$ cat config.mk
export PLATFORM = sky130hd
export DESIGN_NAME = serial_comparator_ctrl_flat
export DESIGN_NICKNAME = d
export VERILOG_FILES = /design/src/rtl/serial_comparator_ctrl_if.sv /design/src/rtl/serial_comparator_ctrl.sv /design/src/flat_wrapper.sv
export SDC_FILE = /design/constraint.sdc
export NUM_CORES = 1
export LEC_CHECK = 0
export CORE_UTILIZATION = 41
export CTS_CLUSTER_DIAMETER = 150
export DETAILED_ROUTE_END_ITERATION = 6
export GPL_TIMING_DRIVEN = 0
export PLACE_DENSITY = 0.72
export SLEW_MARGIN = 20
export SYNTH_ARGS = -nofsm -noshare
export SYNTH_HDL_FRONTEND = slang
export SYNTH_SLANG_ARGS = --single-unit
export TNS_END_PERCENT = 30
$ cat constraint.sdc
create_clock -name clk -period 4.7 [get_ports clk]
set_input_delay 0.705 -clock clk [delete_from_list [all_inputs] [get_ports clk]]
set_output_delay 0.705 -clock clk [all_outputs]
set_load 0.01 [all_outputs]
$ cat src/rtl/serial_comparator_ctrl_if.sv
// Handshake and result bundle for the serial magnitude comparator.
// The master side drives operands and start; the slave side returns status and results.
interface serial_comparator_ctrl_if #(
  parameter int WIDTH = 8
);
  logic             start;
  logic [WIDTH-1:0] a;
  logic [WIDTH-1:0] b;
  logic             busy;
  logic             done;
  logic             a_great_b;
  logic             a_equal_b;
  logic             a_less_b;

  modport master (
    output start, a, b,
    input  busy, done, a_great_b, a_equal_b, a_less_b
  );

  modport slave (
    input  start, a, b,
    output busy, done, a_great_b, a_equal_b, a_less_b
  );
endinterface

$ cat src/rtl/serial_comparator_ctrl.sv
// Unsigned A/B magnitude comparator that walks 2-bit slices MSB-first.
// It stops at the first differing slice and pulses done for one cycle with a registered result.
module serial_comparator_ctrl #(
  parameter int WIDTH = 8
) (
  input  logic                     clk,
  input  logic                     rst_n,
  serial_comparator_ctrl_if.slave  bus
);
  localparam int NSL = WIDTH / 2;
  localparam int IW  = (NSL > 1) ? $clog2(NSL) : 1;
  localparam logic [IW-1:0] IDX_TOP = IW'(NSL - 1);

  typedef enum logic [1:0] {S_IDLE, S_COMPARE, S_DONE} state_t;

  state_t           r_state, w_state_next;
  logic [WIDTH-1:0] r_a, r_b, w_a_next, w_b_next;
  logic [IW-1:0]    r_idx, w_idx_next;
  logic             r_gt, r_eq, r_lt;
  logic             w_gt_next, w_eq_next, w_lt_next;
  logic [1:0]       w_sa, w_sb;

  assign w_sa = r_a[{r_idx, 1'b0} +: 2];
  assign w_sb = r_b[{r_idx, 1'b0} +: 2];

  always_ff @(posedge clk or negedge rst_n) begin
    if (!rst_n) begin
      r_state <= S_IDLE;
      r_a     <= '0;
      r_b     <= '0;
      r_idx   <= IDX_TOP;
      r_gt    <= 1'b0;
      r_eq    <= 1'b0;
      r_lt    <= 1'b0;
    end else begin
      r_state <= w_state_next;
      r_a     <= w_a_next;
      r_b     <= w_b_next;
      r_idx   <= w_idx_next;
      r_gt    <= w_gt_next;
      r_eq    <= w_eq_next;
      r_lt    <= w_lt_next;
    end
  end

  always_comb begin
    w_state_next = r_state;
    w_a_next     = r_a;
    w_b_next     = r_b;
    w_idx_next   = r_idx;
    w_gt_next    = r_gt;
    w_eq_next    = r_eq;
    w_lt_next    = r_lt;
    case (r_state)
      S_IDLE: begin
        if (bus.start) begin
          w_a_next     = bus.a;
          w_b_next     = bus.b;
          w_idx_next   = IDX_TOP;
          w_state_next = S_COMPARE;
        end
      end
      S_COMPARE: begin
        // Results change only on the deciding edge so they hold across idle periods.
        if (w_sa > w_sb) begin
          {w_gt_next, w_eq_next, w_lt_next} = 3'b100;
          w_state_next = S_DONE;
        end else if (w_sa < w_sb) begin
          {w_gt_next, w_eq_next, w_lt_next} = 3'b001;
          w_state_next = S_DONE;
        end else if (r_idx == '0) begin
          {w_gt_next, w_eq_next, w_lt_next} = 3'b010;
          w_state_next = S_DONE;
        end else begin
          w_idx_next = r_idx - 1'b1;
        end
      end
      S_DONE: begin
        w_state_next = S_IDLE;
      end
      default: begin
        w_state_next = S_IDLE;
      end
    endcase
  end

  assign bus.busy      = (r_state != S_IDLE);
  assign bus.done      = (r_state == S_DONE);
  assign bus.a_great_b = r_gt;
  assign bus.a_equal_b = r_eq;
  assign bus.a_less_b  = r_lt;
endmodule

$ cat src/flat_wrapper.sv
// flat-port wrapper written by rule: the top's interface ports become plain ports
module serial_comparator_ctrl_flat 
#(
  parameter int WIDTH = 8
)
  (clk, rst_n, bus_start, bus_a, bus_b, bus_busy, bus_done, bus_a_great_b, bus_a_equal_b, bus_a_less_b);
  serial_comparator_ctrl_if #(.WIDTH(WIDTH)) bus_i ();
  input  logic clk;
  input  logic rst_n;
  input wire logic [$bits(bus_i.start)-1:0] bus_start;
  input wire logic [$bits(bus_i.a)-1:0] bus_a;
  input wire logic [$bits(bus_i.b)-1:0] bus_b;
  output wire logic [$bits(bus_i.busy)-1:0] bus_busy;
  output wire logic [$bits(bus_i.done)-1:0] bus_done;
  output wire logic [$bits(bus_i.a_great_b)-1:0] bus_a_great_b;
  output wire logic [$bits(bus_i.a_equal_b)-1:0] bus_a_equal_b;
  output wire logic [$bits(bus_i.a_less_b)-1:0] bus_a_less_b;
  assign bus_i.start = bus_start;
  assign bus_i.a = bus_a;
  assign bus_i.b = bus_b;
  assign bus_busy = bus_i.busy;
  assign bus_done = bus_i.done;
  assign bus_a_great_b = bus_i.a_great_b;
  assign bus_a_equal_b = bus_i.a_equal_b;
  assign bus_a_less_b = bus_i.a_less_b;
  serial_comparator_ctrl #(.WIDTH(WIDTH)) u_core (.clk(clk), .rst_n(rst_n), .bus(bus_i));
endmodule
# Word-level counts from Yosys, hierarchy flattened
# Index checks and enable logic that the tools add are counted.
[op_classes]
n_addsub = 1
magnitude_cmp = 2
n_eq_ne = 7
shift = 2
mux = 18
reduce_logical = 9
[op_table]
columns = ["cell", "count"]
rows = [
  ["two-way mux 2 bit", 8],
  ["indexed part select 8 x 4 -> 2 bit", 2],
  ["two-way mux 1 bit", 8],
  ["!= test 2 bit (second input constant)", 4],
  ["one-hot mux 2 bit (2 select lines)", 2],
  ["AND reduction 2 bit", 3],
  ["AND reduction 5 bit", 1],
  ["zero test 2 bit", 2],
  ["!= test 4 x 1 -> 1 bit (second input constant)", 1],
  ["nonzero test 2 bit", 2],
  ["nonzero test 3 bit", 1],
  ["equality test 2 x 1 -> 1 bit (second input constant)", 1],
  ["equality test 2 bit (second input constant)", 1],
  ["greater-than comparator 2 bit", 1],
  ["< comparator 2 bit", 1],
  ["subtractor 2 x 1 -> 2 bit (second input constant)", 1],
]
[totals]
regBits = 23
input_bits = 19
output_inout_bits = 5
word_cells = 46

# Depth between registers and ports, before layout
[depth]
depth_word = 5
mapped_depth = 7
mapped_depth_nobuf = 6

# Worst setup path before layout
# No wires, ideal clock.
[synth_timing]
path_type = "flip-flop to flip-flop"
startpoint = "reg u_core.r_idx[0]"
endpoint = "reg u_core.r_idx[0]"
setup_time_ns = 0.075
t_arrival_ns = 2.141
t_required_ns = 4.625
slack_ns = 2.484
stages_incl_launch_ff = 7
n_path_buf = 1
period_less_slack_ns = 2.216
path_cell_list = "dfstp_2 -> buf_2 -> mux4_2 -> ha_1 -> nand2_1 -> nor4_4 -> mux2i_1"
[synth_via]
elab_chain_cells = 5
elab_cells_between_ends = 14
cone_classes = "add/sub: 1; order compare: 2; eq/ne: 3; shift: 2; mux: 4; reduce/logical: 2"
[synth_rtl]
columns = ["element", "line_no", "text"]
rows = [
  ["start: declaration", "serial_comparator_ctrl.sv:18", "logic [IW-1:0] r_idx, w_idx_next;"],
  ["start signal: assignment", "serial_comparator_ctrl.sv:39", "r_idx <= w_idx_next;"],
  ["parallel branches: the longest is 5 deep, another holds greater-than comparator 2 bit", "n/a", ""],
]
# Parallel ways; which one is timed is not known. The select of a mux whose other input is x is not followed.
# A chain may end at the register's enable or synchronous reset.

# Final worst setup path
[layout_timing]
startpoint = "reg u_core.r_idx[0]"
endpoint = "reg u_core.r_idx[1]"
# The elaborated chain is that of the path after synthesis.

==> flow_summary.ini <==
[status]
outcome = complete, no violations

[final_layout]
mostFrequentLayoutCells = 22 x clkdlybuf4s50_1, 21 x dfrtp_1, 9 x mux2_1
n_antenna_cell = 0
layout-drive-gt1-share = 0.226
synthToLayoutAreaGrowth_pct = 25.7
layout_commonest_cell = clkdlybuf4s50_1
nets = 129
fin_area_mm2 = 0.00142

[setup_path]
crit_slowest_cell = dfstp_2
critPathArrivalTime_ps = 2630
reg2reg_to = u_core.r_idx[1]
r2r_slack_ps = 2320
crit_buf_inv = 1
worstPathRequired_ps = 4950
critPathMaxStageDelay_ps = 530
critical_path_class = flip-flop to flip-flop
cp_cell_sequence = buf_2 -> mux4_2 -> ha_1 -> nand2_1 -> nor4_4 -> mux2i_1
crit_family = multiplexers
setup.worst_path.end_class = flip-flop
startpoint = u_core.r_idx[0]
setup.worst_path.start_class = flip-flop
crit_path_max_fanout = 7
reg2reg_from = u_core.r_idx[0]
r2r.worst_path.cells = 6

[placement]
placed_area_mm2 = 0.00140
place_congestion = 0.774
io_buffer_count = 23

[timing]
finalSetupViolCount = 0
hold_viol_final = 0
finalMaxSlewViolations = 0
relSlewSlack = 0.655
fin_crit_ps = 2380
skew_ps = 3.63
holdWs_ps = 347
final.setup.tns_ps = 0
fmax_ghz = 0.420
worst_slew_pin_slew_ps = 518
rsz0062_at_grt = no
min_period_over_period = 0.507

[global_route]
grt-ovfl-total = 0
grt_pass1_wl_um = 2990
top_usage_layer = met2
grt_usage = 0.147
grtUsageMet1 = 0.187
antenna_found_initial = 0
grt_pass1_vias = 640
gr-usage-met3 = 0.0250
grt_use_met2 = 0.234
grt_max_degree = 24

[cts]
cts_root_buf = clkbuf_4
cts_buffers = 3
clock-sinks = 23
cts_buffer_depth = 2
clk_pin_slew_worst_paths_ps = 130
post_cts_resized = 0
post_cts_buffers = 0
hold_buffers = 0
cts_tree = yes
clk_latency_ps = 310
htreeDepth = 1

[routing]
via_per_inst = 5.03
vias = 684
finalWirelength_um = 1720
drt_iter0_drc = 13
ant_nets = 0
remaining_drc_errors = 0
dr.pass1.iters = 4
routedWlPerCell_um = 12.7

[pwr]
p_per_area_mw_per_mm2 = 629
power.total_uw = 894
cellLeakagePower_nw = 0.629
ir_drop_v = 0.000357

[run]
cap_violations = 0

[floorplanning]
fp.dieW_um = 54.5
io_pins = 24
die_area_mm2 = 0.00297
core_mm2 = 0.00254
start_util = 0.444
rows = 18
fp.dieH_um = 54.5

[synth]
synth_top_area_share = 0.465
ys_top_cells_by_area = dfrtp_1 46%, mux2_4 9.3%, mux2_1 9.0%
seq_area_frac_synth = 0.511
synthDistinctLibCells = 25
syn-cell-area_mm2 = 0.00113
synth_nets = 101
syn_inst = 79
yosys_warnings = 0
synth_top_area_cell = dfrtp_1
ys_seq_elements = 23
synth.avg_cell_area_um2 = 14.3

[worst_hold_path]
hp-class = input pin to async pin
==> cells in the mapped netlist (all sizes together) <==
library cell	count
dfrtp	21
mux2	16
inv	5
a21oi	4
mux4	4
buf	3
ha	3
nor2	3
nor2b	3
dfstp	2
mux2i	2
nand2	2
o21ai	2
or2	2
a22o	1
and2b	1
nand2b	1
nor3	1
nor3b	1
nor4	1
o211ai	1
==> worst max-delay path by stage <==
stage	slack, ps	end	cells past startpoint
6_report	2320	u_core.r_idx[1]	6
4_1_cts	2290	u_core.r_idx[1]	6
3_5_place_dp	2330	u_core.r_idx[1]	6
3_3_place_gp	2350	u_core.r_idx[0]	6
2_1_floorplan	2480	u_core.r_idx[0]	6
5_1_grt	2140	u_core.r_idx[1]	6
==> logic make-up (layout without fill, tap and decap cells) <==
logic type / after synthesis / after routing / share of synthesized area
DFF: 23 / 23 / 0.511
muxes: 22 / 22 / 0.280
and+or+nand+nor: 15 / 15 / 0.0907
AOI/OAI and AO/OA: 8 / 8 / 0.0409
buffers and inverters: 8 / 35 / 0.0442
adders and majority gates: 3 / 3 / 0.0332
==> cell type report <==
type,instances,area (um^2)
buffer,3,31.3
clock buffer,3,22.5
clock inverter,1,5.00
tap,30,37.5
timing repair buffer,23,225
sequential,23,578
multi-input combinational,48,503
inverter,5,18.8
fill,226,1120
==> state kept, by name (all words and copies together) (netlist names) <==
register and flops:
u_core.r_idx 2, u_core.bus.a_equal_b 1, u_core.bus.a_less_b 1, u_core.r_state 2, u_core.r_b 8, u_core.bus.a_great_b 1, u_core.r_a 8
==> metrics by stage <==
stage                     cells  utilization  setup WS [ps]
after floorplan              79            -           2480
after detailed placement    132        0.550           2330
final                       136        0.559           2320
after global placement      132        0.550           2350
after CTS                   136        0.560           2290
after global routing        136        0.559           2140
==> metal layers <==
layer,share of wire,vias to the layer above
li1,-,333
met1,0.47,326
met2,0.45,21
met3,0.057,4
met4,0.022,0
met5,0,-
==> worst reg2reg max path: stages (launching register included) <==
cell	delay, ps
dfstp_2	530
buf_2	200
mux4_2	530
ha_1	330
nand2_1	140
nor4_4	360
mux2i_1	230
==> report_power, final <==
| group | internal, mW | switching [mW] | leakage (nW) |
|---|---|---|---|
| clock network | 0.0318 | 0.0594 | 0.0177 |
| logic | 0.263 | 0.189 | 0.340 |
| registers | 0.295 | 0.0549 | 0.271 |
No activity file was read; power rests on OpenSTA's default activity.
